### src/rtl/xrv_mem_arb_if.sv
// xrv_mem_arb_if: bundle of the fetch (i_*), load/store (d_*) and shared
// memory (m_*) signals around the xrv_mem_arb arbiter.
//   slave  : arbiter view (takes core requests and memory responses,
//            returns readies/rdata and drives the shared bus)
//   master : environment view (core ports plus memory side)
// Parameters: AW address width, DW data width (byte enables = DW/8).
interface xrv_mem_arb_if #(
  parameter int unsigned AW = 32,
  parameter int unsigned DW = 32
);
  localparam int unsigned BEW = DW / 8;

  // fetch port
  logic           i_req;
  logic [AW-1:0]  i_addr;
  logic           i_ready;
  logic [DW-1:0]  i_rdata;
  // load/store port
  logic           d_rd_req;
  logic           d_wr_req;
  logic [AW-1:0]  d_addr;
  logic [BEW-1:0] d_be;
  logic [DW-1:0]  d_wr_data;
  logic           d_rd_ready;
  logic           d_wr_ready;
  logic [DW-1:0]  d_rd_data;
  // shared memory port
  logic           m_req;
  logic           m_we;
  logic [AW-1:0]  m_addr;
  logic [BEW-1:0] m_be;
  logic [DW-1:0]  m_wdata;
  logic           m_ready;
  logic [DW-1:0]  m_rdata;
  // sticky timeout status
  logic           bus_err;

  modport slave (
    input  i_req, i_addr, d_rd_req, d_wr_req, d_addr, d_be, d_wr_data,
           m_ready, m_rdata,
    output i_ready, i_rdata, d_rd_ready, d_wr_ready, d_rd_data,
           m_req, m_we, m_addr, m_be, m_wdata, bus_err
  );

  modport master (
    output i_req, i_addr, d_rd_req, d_wr_req, d_addr, d_be, d_wr_data,
           m_ready, m_rdata,
    input  i_ready, i_rdata, d_rd_ready, d_wr_ready, d_rd_data,
           m_req, m_we, m_addr, m_be, m_wdata, bus_err
  );
endinterface

### src/rtl/xrv_mem_arb.sv
// xrv_mem_arb: shares one single-port memory bus between the core fetch
// port (I) and load/store port (D). Fixed priority D over I, with at most
// D_MAX_BURST consecutive D grants while a fetch is waiting. The grant state
// is registered; the shared-bus mux, readies and rdata are combinational
// from that state so a completion is seen in the same cycle as m_ready.
// Ports:
//   clk  clock
//   rst  asynchronous reset, active-high
//   bus  xrv_mem_arb_if.slave (i_*, d_*, m_*, bus_err)
// Optional feature: define XRV_ARB_TIMEOUT_EN to abort a grant after
// TIMEOUT cycles without m_ready and raise the sticky bus_err flag.
module xrv_mem_arb #(
  parameter int unsigned D_MAX_BURST = 4
`ifdef XRV_ARB_TIMEOUT_EN
  , parameter int unsigned TIMEOUT = 255
`endif
) (
  input logic            clk,
  input logic            rst,
  xrv_mem_arb_if.slave   bus
);

  localparam int unsigned BW = $clog2(D_MAX_BURST + 1);

  typedef enum logic [1:0] {IDLE, GNT_I, GNT_D} state_t;

  state_t        state, state_nxt;
  logic          d_we_q, d_we_nxt;
  logic [BW-1:0] burst_cnt, burst_nxt;

  logic gnt_i, gnt_d, req_c, done_c, tmo_hit;
  logic i_arb, d_wr_arb, d_rd_arb, d_arb;

  assign gnt_i = (state == GNT_I);
  assign gnt_d = (state == GNT_D);

  // Shared request follows the granted requester; the D op type is latched at grant.
  assign req_c  = (gnt_i & bus.i_req) |
                  (gnt_d & (d_we_q ? bus.d_wr_req : bus.d_rd_req));
  assign done_c = req_c & (bus.m_ready | tmo_hit);

  // A requester still holds req in its completion cycle; that is not a new request.
  assign i_arb    = bus.i_req    & ~gnt_i;
  assign d_wr_arb = bus.d_wr_req & ~(gnt_d &  d_we_q);
  assign d_rd_arb = bus.d_rd_req & ~(gnt_d & ~d_we_q);
  assign d_arb    = d_wr_arb | d_rd_arb;

  // Next grant and starvation counter.
  always_comb begin
    state_nxt = state;
    d_we_nxt  = d_we_q;
    burst_nxt = burst_cnt;

    if (!bus.i_req) begin
      burst_nxt = '0;
    end else if (gnt_d && done_c && burst_cnt != BW'(D_MAX_BURST)) begin
      burst_nxt = burst_cnt + BW'(1);
    end

    if (state == IDLE || done_c) begin
      if (d_arb && burst_nxt < BW'(D_MAX_BURST)) begin
        state_nxt = GNT_D;
        d_we_nxt  = d_wr_arb;
      end else if (i_arb) begin
        state_nxt = GNT_I;
        burst_nxt = '0;
      end else if (d_arb) begin
        state_nxt = GNT_D;
        d_we_nxt  = d_wr_arb;
      end else begin
        state_nxt = IDLE;
      end
    end else if (!req_c) begin
      // requester withdrew while granted: drop the grant without a ready
      state_nxt = IDLE;
    end
  end

  // Grant state register.
  always_ff @(posedge clk or posedge rst) begin
    if (rst) begin
      state     <= IDLE;
      d_we_q    <= 1'b0;
      burst_cnt <= '0;
    end else begin
      state     <= state_nxt;
      d_we_q    <= d_we_nxt;
      burst_cnt <= burst_nxt;
    end
  end

`ifdef XRV_ARB_TIMEOUT_EN
  localparam int unsigned TW = $clog2(TIMEOUT + 1);

  logic [TW-1:0] tmo_cnt;
  logic          err_q;

  // Fires on the TIMEOUT-th consecutive cycle of m_req without m_ready.
  assign tmo_hit = req_c & ~bus.m_ready & (tmo_cnt == TW'(TIMEOUT - 1));

  always_ff @(posedge clk or posedge rst) begin
    if (rst) begin
      tmo_cnt <= '0;
      err_q   <= 1'b0;
    end else begin
      if (tmo_hit) begin
        err_q <= 1'b1;
      end
      if (req_c && !bus.m_ready && !tmo_hit) begin
        tmo_cnt <= tmo_cnt + TW'(1);
      end else begin
        tmo_cnt <= '0;
      end
    end
  end

  assign bus.bus_err = err_q;
`else
  assign tmo_hit     = 1'b0;
  assign bus.bus_err = 1'b0;
`endif

  // Shared bus mux, selected by the registered grant.
  assign bus.m_req   = req_c;
  assign bus.m_we    = gnt_d & d_we_q;
  assign bus.m_addr  = gnt_i ? bus.i_addr : (gnt_d ? bus.d_addr : '0);
  assign bus.m_be    = gnt_i ? '1 : (gnt_d ? bus.d_be : '0);
  assign bus.m_wdata = (gnt_d & d_we_q) ? bus.d_wr_data : '0;

  // Completions; rdata is zero on a timeout abort since m_ready is low then.
  assign bus.i_ready    = gnt_i & done_c;
  assign bus.d_wr_ready = gnt_d &  d_we_q & done_c;
  assign bus.d_rd_ready = gnt_d & ~d_we_q & done_c;
  assign bus.i_rdata    = (gnt_i & req_c & bus.m_ready) ? bus.m_rdata : '0;
  assign bus.d_rd_data  = (gnt_d & ~d_we_q & req_c & bus.m_ready) ? bus.m_rdata : '0;

endmodule

### src/flat_wrapper.sv
// flat-port wrapper written by rule: the top's interface ports become plain ports
module xrv_mem_arb_flat 
#(
  parameter int unsigned D_MAX_BURST = 4

)
  (clk, rst, bus_i_req, bus_i_addr, bus_d_rd_req, bus_d_wr_req, bus_d_addr, bus_d_be, bus_d_wr_data, bus_m_ready, bus_m_rdata, bus_i_ready, bus_i_rdata, bus_d_rd_ready, bus_d_wr_ready, bus_d_rd_data, bus_m_req, bus_m_we, bus_m_addr, bus_m_be, bus_m_wdata, bus_bus_err);
  xrv_mem_arb_if #(.AW(32), .DW(32)) bus_i ();
  input logic clk;
  input logic rst;
  input wire logic [$bits(bus_i.i_req)-1:0] bus_i_req;
  input wire logic [$bits(bus_i.i_addr)-1:0] bus_i_addr;
  input wire logic [$bits(bus_i.d_rd_req)-1:0] bus_d_rd_req;
  input wire logic [$bits(bus_i.d_wr_req)-1:0] bus_d_wr_req;
  input wire logic [$bits(bus_i.d_addr)-1:0] bus_d_addr;
  input wire logic [$bits(bus_i.d_be)-1:0] bus_d_be;
  input wire logic [$bits(bus_i.d_wr_data)-1:0] bus_d_wr_data;
  input wire logic [$bits(bus_i.m_ready)-1:0] bus_m_ready;
  input wire logic [$bits(bus_i.m_rdata)-1:0] bus_m_rdata;
  output wire logic [$bits(bus_i.i_ready)-1:0] bus_i_ready;
  output wire logic [$bits(bus_i.i_rdata)-1:0] bus_i_rdata;
  output wire logic [$bits(bus_i.d_rd_ready)-1:0] bus_d_rd_ready;
  output wire logic [$bits(bus_i.d_wr_ready)-1:0] bus_d_wr_ready;
  output wire logic [$bits(bus_i.d_rd_data)-1:0] bus_d_rd_data;
  output wire logic [$bits(bus_i.m_req)-1:0] bus_m_req;
  output wire logic [$bits(bus_i.m_we)-1:0] bus_m_we;
  output wire logic [$bits(bus_i.m_addr)-1:0] bus_m_addr;
  output wire logic [$bits(bus_i.m_be)-1:0] bus_m_be;
  output wire logic [$bits(bus_i.m_wdata)-1:0] bus_m_wdata;
  output wire logic [$bits(bus_i.bus_err)-1:0] bus_bus_err;
  assign bus_i.i_req = bus_i_req;
  assign bus_i.i_addr = bus_i_addr;
  assign bus_i.d_rd_req = bus_d_rd_req;
  assign bus_i.d_wr_req = bus_d_wr_req;
  assign bus_i.d_addr = bus_d_addr;
  assign bus_i.d_be = bus_d_be;
  assign bus_i.d_wr_data = bus_d_wr_data;
  assign bus_i.m_ready = bus_m_ready;
  assign bus_i.m_rdata = bus_m_rdata;
  assign bus_i_ready = bus_i.i_ready;
  assign bus_i_rdata = bus_i.i_rdata;
  assign bus_d_rd_ready = bus_i.d_rd_ready;
  assign bus_d_wr_ready = bus_i.d_wr_ready;
  assign bus_d_rd_data = bus_i.d_rd_data;
  assign bus_m_req = bus_i.m_req;
  assign bus_m_we = bus_i.m_we;
  assign bus_m_addr = bus_i.m_addr;
  assign bus_m_be = bus_i.m_be;
  assign bus_m_wdata = bus_i.m_wdata;
  assign bus_bus_err = bus_i.bus_err;
  xrv_mem_arb #(.D_MAX_BURST(D_MAX_BURST)) u_core (.clk(clk), .rst(rst), .bus(bus_i));
endmodule
### config.mk
export PLATFORM = sky130hd
export DESIGN_NAME = xrv_mem_arb_flat
export DESIGN_NICKNAME = d
export VERILOG_FILES = /design/src/rtl/xrv_mem_arb_if.sv /design/src/rtl/xrv_mem_arb.sv /design/src/flat_wrapper.sv
export SDC_FILE = /design/constraint.sdc
export NUM_CORES = 1
export LEC_CHECK = 0
export CAP_MARGIN = 15
export CELL_PAD_IN_SITES_DETAIL_PLACEMENT = 1
export CELL_PAD_IN_SITES_GLOBAL_PLACEMENT = 2
export CORE_AREA = 2 2 107 109
export DETAILED_ROUTE_END_ITERATION = 8
export DIE_AREA = 0 0 109 111
export DONT_BUFFER_PORTS = 1
export GPL_ROUTABILITY_DRIVEN = 0
export PLACE_DENSITY_LB_ADDON = 0.1
export SLEW_MARGIN = 15
export SYNTH_ARGS = -nofsm -noshare
export SYNTH_HDL_FRONTEND = slang
export SYNTH_SLANG_ARGS = --single-unit
### constraint.sdc
create_clock -name clk -period 1.9 [get_ports clk]
set_clock_uncertainty 0.05 [all_clocks]
set_input_delay 0.38 -clock clk [delete_from_list [all_inputs] [get_ports clk]]
set_output_delay 0.38 -clock clk [all_outputs]
set_load 0.02 [all_outputs]
== Word-level counts from Yosys, hierarchy flattened ==
Cells that the tools add are included.
Operators by class
  shifts and indexed selects: 0
  div/mod/pow operators: 0
  equal/unequal tests: 5
  $add $sub $neg: 1
  multiply operators: 0
  mux-type cells: 21
  bitwise logic cells: 21
  order comparisons: 1
  reduce and logical (&&, ||, !) cells: 7
Operators with widths (count)
  32-bit 2-to-1 mux: 5
  1-bit AND: 15
  3-bit 2-to-1 mux: 5
  2-bit 2-to-1 mux: 5
  4-bit 2-to-1 mux: 2
  1-bit 2-to-1 mux: 4
  2-bit inequality test, second input constant: 2
  1-bit inverter: 4
  3-bit by 1-bit adder with 3-bit output, second input constant: 1
  1-bit logical AND: 3
  3-bit < comparator, second input constant: 1
  3-bit inequality test, second input constant: 1
  3-bit AND reduction: 1
  2-bit by 1-bit equality test with 1-bit output, second input constant: 1
  2-bit equality test, second input constant: 1
  2-bit logical NOT: 1
  1-bit bitwise OR: 2
  2-bit nonzero test: 1
  1-bit logical OR: 1
Storage, ports and cells
  logic and storage cells: 59
  bits in registers: 6
  bits in latches: 0
  memories kept: 0
  memory bits (read-only): 0
  memory bits (writable): 0
  output and inout bits: 138
  input port bits: 138

== Depth between registers and ports, before layout ==
Gate-level depths: netlist (run 1).
  depth in word-level cells: 12
  gate-level depth with buffers: 6
  depth with buffers taken out: 6

== Worst setup path after synthesis (run 1) ==
OpenSTA, ideal clock, no wires.
  kind: register -> output
  start: reg u_core.d_we_q
  end: out bus_d_rd_data[22]
  data arrival time: 1.704 ns
  stages on the path, launching flop included: 7
  buffers on the path: 2
  path slack: -0.234 ns
  cells stage by stage: dfrtp_1 buf_6 mux2_4 nand2_1 nor3b_2 clkbuf_1 and2_1
On the way
  cells in the longest elaborated chain, start to end: 6
  elaborated cells on any way between the ends: 8
  classes of those cells: 2 x mux; 6 x bitwise
RTL lines
  from (decl): line xrv_mem_arb.sv:28  | logic d_we_q, d_we_nxt;
  from (signal assigned): line xrv_mem_arb.sv:87  | d_we_q <= d_we_nxt;
  1-bit 2-to-1 mux: line xrv_mem_arb.sv:39  | (gnt_d & (d_we_q ? bus.d_wr_req : bus.d_rd_req));
  1-bit AND: line xrv_mem_arb.sv:39
  1-bit bitwise OR: line xrv_mem_arb.sv:38  | assign req_c = (gnt_i & bus.i_req) |
  1-bit AND * (2 in series): line xrv_mem_arb.sv:135  | assign bus.d_rd_data = (gnt_d & ~d_we_q & req_c & bus.m_ready) ? bus.m_rdata : '0;
  32-bit 2-to-1 mux *: line xrv_mem_arb.sv:135
  to (decl): line flat_wrapper.sv:24  | output wire logic [$bits(bus_i.d_rd_data)-1:0] bus_d_rd_data;
Mark *: on every way between the ends. The rest lies on a longest branch, timed or not.

== Worst setup path after layout (run 1) ==
  start: reg u_core.d_we_q
  end: out bus_d_rd_data[24]
The elaborated chain is that of the path after synthesis.

==> results of run 1 <==
## area by class of cell
type | instances | area (µm²) | share of cell area [%]
Tap cell | 143 | 179 | 7.10
Multi-Input combinational cell | 171 | 1650 | 65.4
Sequential cell | 6 | 151 | 6.01
Timing Repair Buffer | 34 | 452 | 17.9
Clock buffer | 3 | 75.1 | 2.98
Inverter | 4 | 15.0 | 0.596
## what timing repair did
item,4_1_cts,5_1_grt
setup buffers,3,5
setup endpoints to repair,116,136
gates cloned,1,9
endpoints found under the hold margin,6,0
resized for setup,162,34
hold buffers,1,0
pin swaps,5,50
## synthesized netlist by cell type, types with 2 or more instances
library cell / count / area share [%]
and2_1: 65 / 28
and3_1: 34 / 15
a22o_1: 32 / 19
clkbuf_1: 17 / 4.4
nand2_1: 7 / 1.8
dfrtp_1: 6 / 10
a21o_1: 4 / 2.1
buf_1: 4 / 1.0
inv_1: 4 / 1.0
mux2i_1: 3 / 2.1
nor2b_1: 3 / 1.3
a211oi_1: 2 / 1.0
a21oi_1: 2 / 0.68
ha_1: 2 / 1.7
mux2_4: 2 / 2.1
nand2b_1: 2 / 0.86
nor2_1: 2 / 0.51
## sequential cells by signal (all words and copies together), names as in the netlist
| name | count |
|---|---|
| u_core.d_we_q | 1 |
| u_core.state | 2 |
| u_core.burst_cnt | 3 |
## cells by family after synthesis
group | Yosys count
buffers and inverters | 28
other | 1
DFF | 6
AOI/OAI and AO/OA | 44
muxes | 5
and+or+nand+nor | 118
xor gates and xnor gates | 1
adders and majority gates | 2
## worst max-delay path by stage
stage	startpoint	end	slack [ns]	cells after the start
floorplan	u_core.d_we_q	bus_d_rd_data[22]	-0.03	6
global placement	u_core.state[0]	u_core.d_we_q	0.06	6
detailed placement	u_core.d_we_q	bus_d_rd_data[22]	0.05	5
CTS	u_core.d_we_q	bus_d_rd_data[12]	-0.11	6
global route	u_core.d_we_q	bus_d_rd_data[2]	-0.17	6
finish	u_core.d_we_q	bus_d_rd_data[24]	-0.11	6
## routing by layer
metal  wire, µm  vias to the layer above
met5          0                        -
met4         21                        0
met3        688                        2
met2       4310                      148
met1       2770                      773
li1           -                      745
## metrics by stage
step / area (µm²) / std cells
after floorplan: 1510 / 205
after global placement: 1760 / 340
after detailed placement: 1760 / 340
after CTS: 2190 / 348
after global routing: 2520 / 361
final: 2520 / 361
## report_power, final
group | internal, mW | switching (mW) | leakage, nW
Clock | 0.270 | 0.0686 | 0.0370
Combinational | 1.26 | 1.69 | 1.07
Sequential | 0.162 | 0.0289 | 0.0776
==> impl_metrics.yaml, run 1 <==
critical_path:
  cp_top_family: "simple AND/OR/NAND/NOR gates"
  cp_cell_sequence: "mux2_4 > nand2_4 > nor3b_4 > buf_4 > buf_6 > and2_4"
  r2r-end: "u_core.d_we_q"
  max_stage_delay_ns: 0.40
  ff2ff_setup_slack_ns: -0.10
  worstPathArrival_ns: 1.58
  reg2regPathDepth: 7
  worstSetupPathType: "reg -> out"
  r2r_start: "u_core.d_we_q"
  end_kind: "primary output"
  worstPathRequired_ns: 1.47
  cp-start-kind: "register"
  cp_max_fo: 8
  cpMaxStageDelayCell: "dfrtp_1"
  cp_num_buf_inv: 2
routing:
  drc: 0
  firstDrtPassIters: 4
  vias: 1668
  drtAntennaViolNets: 0
  drt_iter0_markers: 19
  drt_wl_total_um: 7790
  wl_per_cell_um: 21.6
  viasPerCell: 4.62
cts:
  clk_pin_slew_ns: 0.03
  cts_root_buf: "clkbuf_16"
  tritoncts: "yes"
  cts_made_buffers: 3
  clock_latency_ns: 0.23
  cts_sinks: 6
  cts_max_level: 1
  clock_path_buffers: 2
finish:
  final_common_cell: "and2_4"
  fill_cells: 1250
  nets: 360
  area_growth_pct: 72.3
  layout_common_cells: "and2_4 (64), and3_2 (31), a22o_4 (18), a22o_2 (14), buf_4 (12)"
  final_util_pct: 22.7
  drive_gt1_share_pct: 82.1
  antennaDiodeCount: 0
outcome:
  status: "finished with violations"
  violations: "negative setup slack"
floorplanning:
  initial_utilization_pct: 13.2
  dieArea_um2: 12100
  core_area_um2: 11100
  ios: 276
  die_h_um: 111
  die_w_um: 109
  rows: 39
worst_hold_path:
  hold_path_end: "u_core.state[1]"
  hold_start: "bus_m_ready"
  hold_path.class: "in -> reg"
  min_path_cells: 1
place:
  place.port_buffers: 0
  dpl_worst_slack_ns: 0.0521
  dp_hpwl_um: 5370
synthesis:
  mappedNetlistNets: 345
  synth.distinct_cells: 31
  synth_top_family_by_area: "simple AND/OR/NAND/NOR gates"
  synthArstFlopShare_pct: 100
  synth_fa_ha_area_share_pct: 1.71
  yosys.area_share.xor_xnor_pct: 0.599
  synth_flop_cell: "dfrtp_1"
  synthCells: 205
  ys_seq_area_share_pct: 10.3
  syn_avg_cell_area_um2: 7.13
  synth-simple-area-share_pct: 49.8
  yosysWarnings: 0
  ys_seq_elements: 6
  synth_edf_count: 0
  synth_mux_area_share_pct: 4.11
  synth-compound-area-share_pct: 25.2
  syn_area_um2: 1460
timing:
  fin_crit_sh_pct: 106
  hold_viol: 0
  fin_ws_ns: -0.112
  setup_viol: 71
  max_freq_mhz: 497
  finalSetupTns_ns: -3.86
  rsz0062_at_grt: "yes"
  fin_crit_ns: 2.01
  slew_violations: 0
  fin_worst_hold_slack_ns: 0.205
global_routing:
  busiest_layer: "met2"
  grtUsageMet3_pct: 1.70
  antenna_found_initial: 0
  grt_pass1_vias: 1561
  grt_pass1_wl_um: 9250
  grtUsageMet2_pct: 19.3
  grt-ovfl-total: 0
  met1_usage_pct: 11.0
  grt_util_all_layers_pct: 9.85
  grt_max_degree: 50
power:
  ir_drop_uv: 383
  powerDensity_nw_per_um2: 1380
  power_mw: 3.48
  p_leak_nw: 1.18
job:
  max_cap_violations: 0
Power figures use the tool's default switching activity.
==> inputs of run 2 (changes only) <==
CORE_AREA = 2 2 108 110   (was 2 2 107 109)
DIE_AREA = 0 0 110 112   (was 0 0 109 111)
RECOVER_POWER = 25   (was default)
SETUP_SLACK_MARGIN = 0.5   (was default)
clock period = 2.15 ns   (was 1.9 ns; I/O delays follow)
==> impl_metrics.yaml, run 2 (same netlist as run 1, synthesis figures left out) <==
place:
  dp_hpwl_um: 5950
  dpl_worst_slack_ns: 0.197
  place_area_um2: 2000
  place.port_buffers: 0
power:
  ir_drop_uv: 574
  power_mw: 3.11
  switchingPower_mw: 1.59
  p_clk_share_pct: 9.8
  swShare_pct: 51.1
  p_seq_share_pct: 5.4
  p_int_mw: 1.52
  p_comb_share_pct: 84.8
  powerDensity_nw_per_um2: 1240
  p_leak_nw: 1.21
worst_hold_path:
  hold_path.class: "in -> reg"
  hold_start: "bus_m_ready"
  min_path_cells: 1
  hold_path_end: "u_core.state[1]"
finish:
  postLayoutCellArea_um2: 2510
  drive_gt1_share_pct: 73.2
  layout_common_cells: "and2_4 (63), a22o_4 (27), and3_1 (17), and3_2 (16), buf_4 (10)"
  area_growth_pct: 71.5
  reg_top3: "u_core.burst_cnt: 3 flops, u_core.state: 2 flops, u_core.d_we_q: 1 flops"
  top_register: "u_core.burst_cnt"
  nets: 355
  seqCellArea_um2: 151
  largest_register_ffs: 3
  final_common_cell: "and2_4"
  multi_input_area_um2: 1720
  fill_cells: 1254
timing:
  fin_crit_ns: 2.08
  finalSetupTns_ns: 0
  fin_crit_sh_pct: 96.9
  fin_ws_ns: 0.0673
  hold_viol: 0
  setup_viol: 0
  max_freq_mhz: 480
  rsz0062_at_grt: "yes"
  slew_violations: 0
critical_path:
  ff2ff_setup_slack_ns: 0.10
  end_kind: "primary output"
  r2r_start: "u_core.state[0]"
  worstPathRequired_ns: 1.67
  cp-start-kind: "register"
  cp_max_fo: 36
  worstPathArrival_ns: 1.60
  r2r-end: "u_core.d_we_q"
  worstSetupPathType: "reg -> out"
  reg2regPathDepth: 7
floorplanning:
  die_h_um: 112
  core_area_um2: 11200
  initial_utilization_pct: 13.1
  rows: 39
  die_w_um: 110
  ios: 276
  dieArea_um2: 12300
cts:
  clk_pin_slew_ns: 0.03
  clock_path_buffers: 2
  tritoncts: "yes"
  cts_sinks: 6
  cts_max_level: 1
  clock_latency_ns: 0.23
  cts_root_buf: "clkbuf_16"
  cts_made_buffers: 3
routing:
  drt_iter0_markers: 46
  wl_per_cell_um: 23.0
  drtAntennaViolNets: 0
  viasPerCell: 4.89
  drc: 0
  drt_wl_total_um: 8240
  firstDrtPassIters: 4
  vias: 1750
global_routing:
  grt_pass1_wl_um: 11100
  antenna_found_initial: 2
  grt_pass1_vias: 1839
  grt-ovfl-total: 0
  grt_util_all_layers_pct: 11.9
  grt_max_degree: 37
job:
  max_cap_violations: 0
outcome:
  status: "finished clean"
[run 2: repair_timing]
| item | 4_1_cts | 5_1_grt |
|---|---|---|
| pin swaps | 37 | 21 |
| setup endpoints to repair | 141 | 143 |
| setup buffers | 8 | 3 |
| hold endpoints to repair | 6 | 0 |
| resized for setup | 93 | 10 |
| gates cloned | 7 | 2 |
| hold buffers | 1 | 0 |
[run 2: final cells by class]
cell class | instances | area share, %
sequential | 6 | 6.03
antenna | 2 | 0.200
clock buffer | 3 | 2.99
tap | 143 | 7.13
multi-input combinational | 175 | 68.7
inverter | 4 | 0.599
timing repair buffer | 25 | 14.3
[run 2: metal layers]
| layer | vias up | track usage (%) | wire, µm |
|---|---|---|---|
| li1 | 742 | - | - |
| met3 | 5 | 2.75 | 809 |
| met5 | - | 0 | 0 |
| met1 | 843 | 11.8 | 2640 |
| met2 | 160 | 24.3 | 4740 |
| met4 | 0 | 1.77 | 45 |
[run 2: worst max path at each step]
| stage | start | endpoint | slack (ns) | cells past startpoint |
|---|---|---|---|---|
| floorplan | u_core.d_we_q | bus_d_rd_data[10] | 0.27 | 6 |
| global placement | bus_d_rd_req | u_core.d_we_q | 0.25 | 5 |
| detailed placement | u_core.state[0] | bus_d_wr_ready | 0.20 | 4 |
| CTS | u_core.d_we_q | bus_d_rd_data[10] | 0.05 | 6 |
| global route | u_core.state[1] | bus_m_wdata[29] | 0.01 | 4 |
| finish | u_core.d_we_q | bus_d_rd_data[24] | 0.07 | 5 |
[run 2: power by group through the flow]
stage | logic, mW | registers (mW) | clock network (mW)
2_1_floorplan | 1.95 | 0.160 | 0
3_3_place_gp | 2.15 | 0.163 | 0
3_5_place_dp | 2.19 | 0.167 | 0
4_1_cts | 2.66 | 0.168 | 0.309
5_1_grt | 2.78 | 0.175 | 0.315
6_report | 2.64 | 0.169 | 0.304
[run 2: metrics by stage]
step | hold WS [ns] | util [%] | instances
global placement | 0.215 | 17.9 | 332
floorplan | 0.171 | - | 205
detailed placement | 0.222 | 17.9 | 332
global route | 0.259 | 22.4 | 358
CTS | 0.256 | 22.0 | 351
finish | 0.253 | 22.4 | 358
[run 2: worst max-delay path, stage by stage, from the launching register on]
cell,delay (ns)
dfrtp_1,0.38
buf_4,0.23
nor3b_4,0.22
buf_6,0.18
clkbuf_16,0.17
and2_4,0.18
